`config.mk`:
```
export PLATFORM = sky130hd
export DESIGN_NAME = su_adder_sched
export DESIGN_NICKNAME = d
export VERILOG_FILES = /design/src/rtl/su_adder_pkg.sv /design/src/rtl/su_adder_cfg_reg.sv /design/src/rtl/su_adder_sched.sv
export SDC_FILE = /design/constraint.sdc
export NUM_CORES = 1
export LEC_CHECK = 0
export ABC_AREA = 0
export ABC_CLOCK_PERIOD_IN_PS = 2200
export CAP_MARGIN = 20
export CORE_UTILIZATION = 47
export CTS_BUF_LIST = sky130_fd_sc_hd__clkbuf_16
export CTS_CLUSTER_DIAMETER = 200
export DETAILED_ROUTE_END_ITERATION = 12
export GPL_TIMING_DRIVEN = 0
export PLACE_DENSITY = 0.86
export REMOVE_ABC_BUFFERS = 1
export SYNTH_ARGS = -nofsm -noshare
export SYNTH_HDL_FRONTEND = slang
export SYNTH_SLANG_ARGS = --single-unit
```
`constraint.sdc`:
```
create_clock -name clk -period 2.2 [get_ports clk]
set_input_delay 0.44 -clock clk [delete_from_list [all_inputs] [get_ports clk]]
set_output_delay 0.44 -clock clk [all_outputs]
set_load 0.005 [all_outputs]
```
`src/rtl/su_adder_pkg.sv`:
```
// ----------------------------------------------------------------------------
// su_adder_pkg
// Shared definitions for the su_adder scheduler slice.
//   - mode_e     : su_adder datapath mode encodings
//   - state_e    : scheduler FSM states
//   - DEF_*      : default widths / limits used as module parameter defaults
//   - cfg_is_legal() : legality rule for an offered configuration word
// ----------------------------------------------------------------------------
package su_adder_pkg;

    localparam int DEF_TILE_BITWIDTH  = 10;
    localparam int DEF_NUM_BITWIDTH   = 5;
    localparam int DEF_TIMEOUT_CYCLES = 1024;

    typedef enum logic [1:0] {
        MODE_REL_MEM = 2'd0,  // rel_mem_accumulator
        MODE_V1      = 2'd1,  // su_adder_v1
        MODE_AMBI    = 2'd2,  // su_adder_for_ambi_irrel
        MODE_ILLEGAL = 2'd3
    } mode_e;

    typedef enum logic [2:0] {
        ST_IDLE      = 3'd0,
        ST_ARMED     = 3'd1,
        ST_PULSE     = 3'd2,
        ST_WAIT_ADD  = 3'd3,
        ST_CONV_DONE = 3'd4,
        ST_DRAIN     = 3'd5
    } state_e;

    // A word is usable only with a real mode and at least one tile.
    function automatic logic cfg_is_legal(input logic [1:0] mode, input logic tile_is_zero);
        return (mode != MODE_ILLEGAL) && !tile_is_zero;
    endfunction

endpackage

```
`src/rtl/su_adder_cfg_reg.sv`:
```
// ----------------------------------------------------------------------------
// su_adder_cfg_reg
// Per-layer configuration register for the su_adder scheduler.
// Consumes one word per cfg_valid & cfg_ready handshake. Legal words are
// latched; illegal words (mode 3 or zero tiles) are consumed but dropped and
// set the sticky cfg_err flag, which only reset clears.
//
// Ports:
//   clk, reset        : clock, synchronous active-high reset
//   i_cfg_valid       : offered word valid
//   i_cfg_ready       : scheduler can accept a word (IDLE)
//   i_cfg_mode        : offered mode
//   i_cfg_irrel_num   : offered irrelevant-loop count
//   i_cfg_rel_num     : offered relevant-loop count
//   i_cfg_tile_num    : offered tiles per conv
//   o_cfg_fire        : handshake happening this cycle
//   o_mode            : latched mode
//   o_irrel_num       : latched irrelevant-loop count
//   o_rel_num         : latched relevant-loop count
//   o_tile_num        : latched tiles per conv
//   o_cfg_err         : sticky illegal-word flag
// ----------------------------------------------------------------------------
module su_adder_cfg_reg
    import su_adder_pkg::*;
#(
    parameter int TILE_BITWIDTH = DEF_TILE_BITWIDTH,
    parameter int NUM_BITWIDTH  = DEF_NUM_BITWIDTH
) (
    input  logic                     clk,
    input  logic                     reset,
    input  logic                     i_cfg_valid,
    input  logic                     i_cfg_ready,
    input  logic [1:0]               i_cfg_mode,
    input  logic [NUM_BITWIDTH-1:0]  i_cfg_irrel_num,
    input  logic [NUM_BITWIDTH-1:0]  i_cfg_rel_num,
    input  logic [TILE_BITWIDTH-1:0] i_cfg_tile_num,
    output logic                     o_cfg_fire,
    output logic [1:0]               o_mode,
    output logic [NUM_BITWIDTH-1:0]  o_irrel_num,
    output logic [NUM_BITWIDTH-1:0]  o_rel_num,
    output logic [TILE_BITWIDTH-1:0] o_tile_num,
    output logic                     o_cfg_err
);

    logic w_fire;
    logic w_legal;

    logic [1:0]               r_mode;
    logic [NUM_BITWIDTH-1:0]  r_irrel_num;
    logic [NUM_BITWIDTH-1:0]  r_rel_num;
    logic [TILE_BITWIDTH-1:0] r_tile_num;
    logic                     r_cfg_err;

    assign w_fire  = i_cfg_valid && i_cfg_ready;
    assign w_legal = cfg_is_legal(i_cfg_mode, i_cfg_tile_num == '0);

    // NOTE: sequential state uses non-blocking (<=) so every register samples
    // pre-edge values; blocking here would create order-dependent simulation.
    always_ff @(posedge clk) begin
        if (reset) begin
            r_mode      <= MODE_REL_MEM;
            r_irrel_num <= '0;
            r_rel_num   <= '0;
            // One tile keeps the FSM terminating if start arrives before any
            // legal word was ever latched.
            r_tile_num  <= TILE_BITWIDTH'(1);
            r_cfg_err   <= 1'b0;
        end else if (w_fire) begin
            if (w_legal) begin
                r_mode      <= i_cfg_mode;
                r_irrel_num <= i_cfg_irrel_num;
                r_rel_num   <= i_cfg_rel_num;
                r_tile_num  <= i_cfg_tile_num;
            end else begin
                r_cfg_err   <= 1'b1;
            end
        end
    end

    assign o_cfg_fire  = w_fire;
    assign o_mode      = r_mode;
    assign o_irrel_num = r_irrel_num;
    assign o_rel_num   = r_rel_num;
    assign o_tile_num  = r_tile_num;
    assign o_cfg_err   = r_cfg_err;

endmodule

```
`src/rtl/su_adder_sched.sv`:
```
// ----------------------------------------------------------------------------
// su_adder_sched
// Sequencer for the spatial-unrolling adder between the PE array and
// psum_gbf. Owns per-layer configuration (via su_adder_cfg_reg), turns PE
// "psum ready" events into one-cycle pe_psum_finish pulses, holds the PE
// array while the adder works, and pulses conv_finish after the last tile.
//
// Optional build macro: SU_ADDER_SCHED_TIMEOUT_EN
//   Adds parameter TIMEOUT_CYCLES and output timeout_err. A watchdog runs in
//   WAIT_ADD/DRAIN; expiry sets sticky timeout_err and returns to IDLE
//   without conv_finish. Undefined: waits for su_add_finish indefinitely.
//
// Ports:
//   clk, reset      : clock, synchronous active-high reset
//   cfg_valid/ready : config handshake (ready only in IDLE)
//   cfg_mode, cfg_irrel_num, cfg_rel_num, cfg_tile_num : config word
//   start           : begin a conv with the latched config
//   pe_psum_ready   : PE array has a finished psum set
//   pe_hold         : stall PE array
//   pe_psum_finish  : one-cycle pulse to su_adder
//   su_add_finish   : adder done with current set
//   conv_finish     : one-cycle pulse after the last tile
//   mode, irrel_num, rel_num : latched config to su_adder
//   busy            : FSM not in IDLE
//   tile_cnt        : tiles completed in current conv
//   cfg_err         : sticky illegal-config flag
//   timeout_err     : sticky watchdog flag (macro builds only)
// ----------------------------------------------------------------------------
module su_adder_sched
    import su_adder_pkg::*;
#(
    parameter int TILE_BITWIDTH  = DEF_TILE_BITWIDTH,
    parameter int NUM_BITWIDTH   = DEF_NUM_BITWIDTH
`ifdef SU_ADDER_SCHED_TIMEOUT_EN
    , parameter int TIMEOUT_CYCLES = DEF_TIMEOUT_CYCLES
`endif
) (
    input  logic                     clk,
    input  logic                     reset,
    input  logic                     cfg_valid,
    output logic                     cfg_ready,
    input  logic [1:0]               cfg_mode,
    input  logic [NUM_BITWIDTH-1:0]  cfg_irrel_num,
    input  logic [NUM_BITWIDTH-1:0]  cfg_rel_num,
    input  logic [TILE_BITWIDTH-1:0] cfg_tile_num,
    input  logic                     start,
    input  logic                     pe_psum_ready,
    output logic                     pe_hold,
    output logic                     pe_psum_finish,
    input  logic                     su_add_finish,
    output logic                     conv_finish,
    output logic [1:0]               mode,
    output logic [NUM_BITWIDTH-1:0]  irrel_num,
    output logic [NUM_BITWIDTH-1:0]  rel_num,
    output logic                     busy,
    output logic [TILE_BITWIDTH-1:0] tile_cnt,
    output logic                     cfg_err
`ifdef SU_ADDER_SCHED_TIMEOUT_EN
    , output logic                   timeout_err
`endif
);

    logic                     w_cfg_fire;
    logic                     w_start_req;
    logic [TILE_BITWIDTH-1:0] w_tile_num;
    logic [TILE_BITWIDTH-1:0] w_tile_next;

    state_e                   r_state;
    logic [TILE_BITWIDTH-1:0] r_tile_cnt;
    logic                     r_pe_hold;
    logic                     r_psum_finish;
    logic                     r_conv_finish;
    logic                     r_start_pend;

`ifdef SU_ADDER_SCHED_TIMEOUT_EN
    localparam int TO_W = $clog2(TIMEOUT_CYCLES + 1);
    logic [TO_W-1:0] r_to_cnt;
    logic            r_timeout_err;
    logic            w_to_expired;
    assign w_to_expired = (r_to_cnt == TO_W'(TIMEOUT_CYCLES - 1));
    assign timeout_err  = r_timeout_err;
`endif

    su_adder_cfg_reg #(
        .TILE_BITWIDTH (TILE_BITWIDTH),
        .NUM_BITWIDTH  (NUM_BITWIDTH)
    ) u_cfg_reg (
        .clk             (clk),
        .reset           (reset),
        .i_cfg_valid     (cfg_valid),
        .i_cfg_ready     (cfg_ready),
        .i_cfg_mode      (cfg_mode),
        .i_cfg_irrel_num (cfg_irrel_num),
        .i_cfg_rel_num   (cfg_rel_num),
        .i_cfg_tile_num  (cfg_tile_num),
        .o_cfg_fire      (w_cfg_fire),
        .o_mode          (mode),
        .o_irrel_num     (irrel_num),
        .o_rel_num       (rel_num),
        .o_tile_num      (w_tile_num),
        .o_cfg_err       (cfg_err)
    );

    // Config only moves in IDLE, so mode/irrel/rel are frozen while busy.
    assign cfg_ready   = (r_state == ST_IDLE);
    assign busy        = (r_state != ST_IDLE);
    assign w_start_req = start || r_start_pend;
    assign w_tile_next = r_tile_cnt + TILE_BITWIDTH'(1);

    always_ff @(posedge clk) begin
        if (reset) begin
            r_state       <= ST_IDLE;
            r_tile_cnt    <= '0;
            r_pe_hold     <= 1'b0;
            r_psum_finish <= 1'b0;
            r_conv_finish <= 1'b0;
            r_start_pend  <= 1'b0;
`ifdef SU_ADDER_SCHED_TIMEOUT_EN
            r_to_cnt      <= '0;
            r_timeout_err <= 1'b0;
`endif
        end else begin
            // Pulse outputs are high only for the cycle after they are set.
            r_psum_finish <= 1'b0;
            r_conv_finish <= 1'b0;

            case (r_state)
                ST_IDLE: begin
                    // A config word arriving with start is latched first;
                    // start is remembered and honoured on the next cycle.
                    if (w_start_req && w_cfg_fire) begin
                        r_start_pend <= 1'b1;
                    end else if (w_start_req) begin
                        r_start_pend <= 1'b0;
                        r_tile_cnt   <= '0;
                        r_state      <= ST_ARMED;
                    end
                end

                ST_ARMED: begin
                    if (pe_psum_ready) begin
                        r_psum_finish <= 1'b1;
                        r_pe_hold     <= 1'b1;
                        r_state       <= ST_PULSE;
                    end
                end

                ST_PULSE: begin
                    r_state <= ST_WAIT_ADD;
`ifdef SU_ADDER_SCHED_TIMEOUT_EN
                    r_to_cnt <= '0;
`endif
                end

                ST_WAIT_ADD: begin
                    if (su_add_finish) begin
                        r_tile_cnt <= w_tile_next;
                        if (w_tile_next == w_tile_num) begin
                            r_conv_finish <= 1'b1;
                            r_state       <= ST_CONV_DONE;
                        end else begin
                            r_pe_hold <= 1'b0;
                            r_state   <= ST_ARMED;
                        end
`ifdef SU_ADDER_SCHED_TIMEOUT_EN
                    end else if (w_to_expired) begin
                        r_timeout_err <= 1'b1;
                        r_pe_hold     <= 1'b0;
                        r_state       <= ST_IDLE;
                    end else begin
                        r_to_cnt <= r_to_cnt + TO_W'(1);
`endif
                    end
                end

                ST_CONV_DONE: begin
                    r_state <= ST_DRAIN;
`ifdef SU_ADDER_SCHED_TIMEOUT_EN
                    r_to_cnt <= '0;
`endif
                end

                ST_DRAIN: begin
                    // Final writeback of the last tile still in the adder.
                    if (su_add_finish) begin
                        r_pe_hold <= 1'b0;
                        r_state   <= ST_IDLE;
`ifdef SU_ADDER_SCHED_TIMEOUT_EN
                    end else if (w_to_expired) begin
                        r_timeout_err <= 1'b1;
                        r_pe_hold     <= 1'b0;
                        r_state       <= ST_IDLE;
                    end else begin
                        r_to_cnt <= r_to_cnt + TO_W'(1);
`endif
                    end
                end

                default: begin
                    r_pe_hold <= 1'b0;
                    r_state   <= ST_IDLE;
                end
            endcase
        end
    end

    assign pe_hold        = r_pe_hold;
    assign pe_psum_finish = r_psum_finish;
    assign conv_finish    = r_conv_finish;
    assign tile_cnt       = r_tile_cnt;

endmodule

```
# Word-level counts from Yosys, hierarchy flattened
# Cells that the tools add are included.
[classes]
add_sub_neg = 1
multipliers = 0
div_mod_pow = 0
magnitude_cmp = 0
n_eq_ne = 13
shift = 0
muxes = 20
bitwise = 5
reduce_logical = 19
[op_table]
columns = ["cell", "count"]
rows = [
  ["two-way mux 10 bit", 3],
  ["one-hot mux 10 bit (2 select lines)", 1],
  ["two-way mux 3 bit", 6],
  ["one-hot mux 3 bit (6 select lines)", 1],
  ["inequality test 2 bit, second input constant", 7],
  ["adder 10 x 1 -> 10 bit, second input constant", 1],
  ["== test 10 bit", 1],
  ["logical NOT 10 bit", 1],
  ["AND reduction 5 bit", 2],
  ["two-way mux 1 bit", 8],
  ["== test 3 x 2 -> 1 bit, second input constant", 2],
  ["== test 3 bit, second input constant", 2],
  ["AND reduction 2 bit", 3],
  ["OR reduction 3 bit", 2],
  ["inverter 1 bit", 5],
  ["one-hot mux 1 bit (4 select lines)", 1],
  ["AND reduction 4 bit", 1],
  ["nonzero test 2 bit", 2],
  ["== test 3 x 1 -> 1 bit, second input constant", 1],
  ["logical AND 1 bit", 3],
  ["logical NOT 3 bit", 1],
  ["nonzero test 3 bit", 1],
  ["OR reduction 2 bit", 1],
  ["logical NOT 1 bit", 1],
  ["logical OR 1 bit", 1],
]
[word_totals]
ff_bits = 40
latchBits = 0
mem_bits_rw = 0
romBits = 0
in_bits = 28
word_cells = 69
memories = 0

# Logic depth before layout (Yosys ltp)
[depth]
word_depth = 5
depth_mapped = 9
ltp_nobuf = 7

# By module
# Synthesis repeated with hierarchy kept, for this count alone.
[hier_totals]
hier_cells = 261
hier_area_um2 = 2063.2
[by_module_without_submodules]
columns = ["module", "n_inst", "cells_each", "area_per_inst_um2", "seq_area_each_um2"]
rows = [
  ["su_adder_sched", 1, 151, 1144.8, 340.3],
  ["su_adder_cfg_reg", 1, 110, 918.4, 460.4],
]

# Worst setup path before layout
# OpenSTA, ideal clock, no wires.
[synth_timing]
path_type = "flip-flop to flip-flop"
startpoint = "register r_tile_cnt[0], in the netlist tile_cnt[0]"
endpoint = "register r_state[0]"
setup_time_ns = 0.120
arrival_ns = 1.738
path_slack_ns = 0.343
stages_incl_launch_ff = 8
path_buffers = 0
cell_sequence = "dfxtp_1 ha_1 and2_0 nor2b_1 o311ai_0 o21ai_0 nand4_2 o31a_1"
[synth_between]
elab_chain_cells = 5
[synth_rtl]
columns = ["element", "line_no", "text"]
rows = [
  ["start, declared", "su_adder_sched.sv:69", "logic [TILE_BITWIDTH-1:0] r_tile_cnt;"],
  ["start signal, assigned", "su_adder_sched.sv:157", "r_tile_cnt <= w_tile_next;"],
  ["adder 10 x 1 -> 10 bit", "su_adder_sched.sv:108", "assign w_tile_next = r_tile_cnt + TILE_BITWIDTH'(1);"],
  ["== test 10 bit", "su_adder_sched.sv:158", "if (w_tile_next == w_tile_num) begin"],
  ["two-way mux 3 bit", "su_adder_sched.sv:158", ""],
  ["two-way mux 3 bit", "su_adder_sched.sv:156", "if (su_add_finish) begin"],
  ["one-hot mux 3 bit (6 select lines)", "su_adder_sched.sv:127", "case (r_state)"],
  ["end signal, assigned", "su_adder_sched.sv:136", "r_state <= ST_ARMED;"],
  ["end signal, assigned", "su_adder_sched.sv:160", "r_state <= ST_CONV_DONE;"],
  ["end signal, assigned", "su_adder_sched.sv:163", "r_state <= ST_ARMED;"],
  ["end, declared", "su_adder_sched.sv:68", "state_e r_state;"],
]
# No other way between the ends. The select of a mux whose other input is x is not followed.
# A chain may end at the register's enable or synchronous reset.

# Worst setup path after layout
[layout_timing]
startpoint = "input port cfg_tile_num[2]"
endpoint = "register u_cfg_reg.r_tile_num[0], in the netlist u_cfg_reg.o_tile_num[0]"
[layout_between]
elab_chain_cells = 4
[layout_rtl]
columns = ["element", "line_no", "text"]
rows = [
  ["start, declared", "su_adder_sched.sv:45", "input logic [TILE_BITWIDTH-1:0] cfg_tile_num,"],
  ["logical NOT 10 bit", "su_adder_cfg_reg.sv:55", "assign w_legal = cfg_is_legal(i_cfg_mode, i_cfg_tile_num == '0);"],
  ["logical NOT 1 bit", "su_adder_pkg.sv:33", "return (mode != MODE_ILLEGAL) && !tile_is_zero;"],
  ["logical AND 1 bit", "su_adder_pkg.sv:33", ""],
  ["AND reduction 2 bit (no line)", "-", ""],
  ["end signal, assigned", "su_adder_cfg_reg.sv:73", "r_tile_num <= i_cfg_tile_num;"],
  ["end, declared", "su_adder_cfg_reg.sv:51", "logic [TILE_BITWIDTH-1:0] r_tile_num;"],
]
# No other way between the ends.

==> impl_metrics.json <==
{
  "end_kind": "flip-flop",
  "drt_first_pass_iters": 4,
  "numPortBuffers": 55,
  "finalPower_mw": 1.87,
  "yosys_warnings": 0,
  "route.detailed.drc": 0,
  "antenna_left": 0,
  "seq_area_frac_synth": 0.403,
  "synth_edf_count": 0,
  "vdd.ir_drop.worst_v": 0.000535,
  "hold_class": "reg2reg",
  "rsz0062_at_grt": "false",
  "max_clock_freq_mhz": 478,
  "regToRegSetupSlack_ns": 0.14,
  "rr_worst_depth": 6,
  "synth_ff_type": "dfxtp_1",
  "timing.hold.ws_ns": 0.486,
  "clock_tree.buffer_depth": 2,
  "grt_use_met2": 0.374,
  "status": "complete, no violations",
  "syn_to_final_growth_pct": 38.6,
  "grt_max_degree": 23,
  "synth.top_cell.area_share": 0.403,
  "finalSetupTns_ns": 0,
  "ys_ff_latch": 40,
  "cp-startpoint": "cfg_tile_num[2]",
  "initial_core_util": 0.493,
  "totalWireLength_um": 4870,
  "grt_pass1_wl_um": 7710,
  "worstPathRequired_ns": 2.37,
  "ys_top_cells_by_area": "dfxtp_1 (40%), mux2i_1 (11%), nor2_1 (8.3%)",
  "wire_per_inst_um": 14.8,
  "maxSlewHeadroom": 0.479,
  "synth_cells": 227,
  "cts_num_sinks": 40,
  "cts_buffers": 5,
  "tightest_slew_ns": 0.779,
  "drv_cap": 0,
  "fin_crit_ns": 2.09,
  "pin_count": 56,
  "top_usage_layer": "met2",
  "start_kind": "input port",
  "yosysUniqueCellTypes": 50,
  "stdcell_count": 329,
  "cts_tree": "yes",
  "grtUsageTotal": 0.229,
  "clk_pin_slew_ns": 0.06,
  "dp_worst_setup_slack_ns": -0.425,
  "placed_cells": 321,
  "r2r-start": "tile_cnt[3]$_SDFFE_PP0P_",
  "cts_max_level": 2,
  "p_leak_nw": 1.01,
  "finClkSkew_ns": 0.00213,
  "post_cts_buffers": 0,
  "hold_end": "u_cfg_reg.o_cfg_err$_SDFFE_PP0P_",
  "num_rows": 23,
  "placed_cell_area_mm2": 0.00259,
  "setup_viol": 0,
  "routabilityCongestion": 0.791,
  "postSynthAreaPerCell_um2": 8.76,
  "die_h_um": 67.0,
  "dieArea_mm2": 0.00449,
  "ctsHoldBuffers": 0,
  "grt_use_met3": 0.0685,
  "fin_util": 0.684,
  "p_per_area_mw_per_mm2": 677,
  "viasPerCell": 5.60,
  "fin_crit_sh": 0.951,
  "drive_above_1_share": 0.0932,
  "yosysTopAreaCell": "dfxtp_1",
  "cp.arrival_ns": 2.27,
  "num_vias": 1844,
  "antennaDiodeCount": 0,
  "met1_usage": 0.273,
  "synth_top_cells_by_count": "nor2_1 (44), dfxtp_1 (40), mux2i_1 (21)",
  "fp.dieW_um": 67.0,
  "setup_slack_ns": 0.108,
  "fp.coreArea_mm2": 0.00403,
  "grt-ovfl-total": 0,
  "fin_nets": 307,
  "drt_iter0_drc": 82,
  "synthArstFlopShare": 0,
  "cts-root-buf": "clkbuf_16",
  "worstPathMaxFanout": 12,
  "hold_start": "u_cfg_reg.o_cfg_err$_SDFFE_PP0P_",
  "finalMaxSlewViolations": 0,
  "post-synth-top-count-cell": "nor2_1",
  "critical_path_class": "in2reg",
  "holdPathStages": 2,
  "syn_area_mm2": 0.00199,
  "hpwl_um": 3390,
  "r2r-end": "r_state[0]$_SDFFE_PP0P_",
  "clkLatencyLatePin_ns": 0.28,
  "final_hold_viol_count": 0,
  "grt_pass1_vias": 1779,
  "antenna_found_initial": 0,
  "design_area_mm2": 0.00276
}
==> where the power goes <==
part	switching (mW)	internal, mW	total, mW
sequential	0.0350	0.769	0.804
clock	0.298	0.418	0.715
combinational	0.155	0.191	0.347
==> layout by cell type, fill, tap and decap left out, types with 3 or more instances in the layout <==
cell	n
inv_1	4
nor3_1	5
dfxtp_1	38
nand2_1	14
xnor2_1	6
nor2_1	44
nor4_1	4
clkbuf_16	5
clkdlybuf4s50_1	55
o21ai_0	11
nor2b_1	4
a22oi_1	3
a21oi_1	10
nand3_1	4
mux2i_1	21
==> how the worst max path moves through the flow <==
stage                                           end  slack [ns]
4_1_cts                     r_state[0]$_SDFFE_PP0P_       0.003
5_1_grt                     r_state[0]$_SDFFE_PP0P_        0.02
3_5_place_dp   u_cfg_reg.o_tile_num[0]$_SDFFE_PP1P_       -0.43
3_3_place_gp   u_cfg_reg.o_tile_num[0]$_SDFFE_PP1P_       -0.63
6_report       u_cfg_reg.o_tile_num[0]$_SDFFE_PP1P_        0.11
2_1_floorplan  u_cfg_reg.o_tile_num[0]$_SDFFE_PP1P_        0.12
==> layout make-up <==
cell class / instances / area (µm²)
Fill cell: 299 / 1270
Multi-Input combinational cell: 170 / 1140
Sequential cell: 40 / 803
Timing Repair Buffer: 57 / 593
Clock buffer: 5 / 125
Tap cell: 50 / 62.6
Clock inverter: 3 / 20.0
Inverter: 4 / 15.0
==> flip-flops by register name, summed over array words and instances, names as in the netlist <==
signal and flops:
u_cfg_reg.o_tile_num 10, r_state 3, r_start_pend 1, u_cfg_reg.o_irrel_num 5
pe_hold 1, u_cfg_reg.o_rel_num 5, u_cfg_reg.o_cfg_err 1, u_cfg_reg.o_mode 2
pe_psum_finish 1, conv_finish 1, tile_cnt 10
==> kinds of logic (layout without fill, tap and decap cells) <==
logic type,after synthesis,in the layout,share of synthesized area
adder cells (fa/ha/maj),1,1,0.00629
XOR/XNOR,9,9,0.0434
multiplexers,21,21,0.106
AND/OR/NAND/NOR,93,93,0.233
AO/OA/AOI/OAI,46,46,0.172
buffers and inverters,17,69,0.0359
flip-flops,40,40,0.403
==> worst max-delay path, cell delays in order <==
cell and delay (ns):
clkdlybuf4s50_1 0.44, nor4_2 0.34, a32oi_1 0.17, and3_2 0.38
buf_8 0.21, a211o_1 0.29
==> repair_timing <==
item | 4_1_cts | 5_1_grt
gates resized for setup | 1 | 8
pin swaps | 0 | 0
setup endpoints to repair | 11 | 9
==> metal layers <==
metal  routed length (µm)  up-vias  share of wire
met1                 2160      855           0.44
met3                  313       10          0.064
met5                    0        -              0
met2                 2320       71           0.48
met4                   83        0          0.017
li1                     -      908              -
Power figures use the tool's default switching activity.
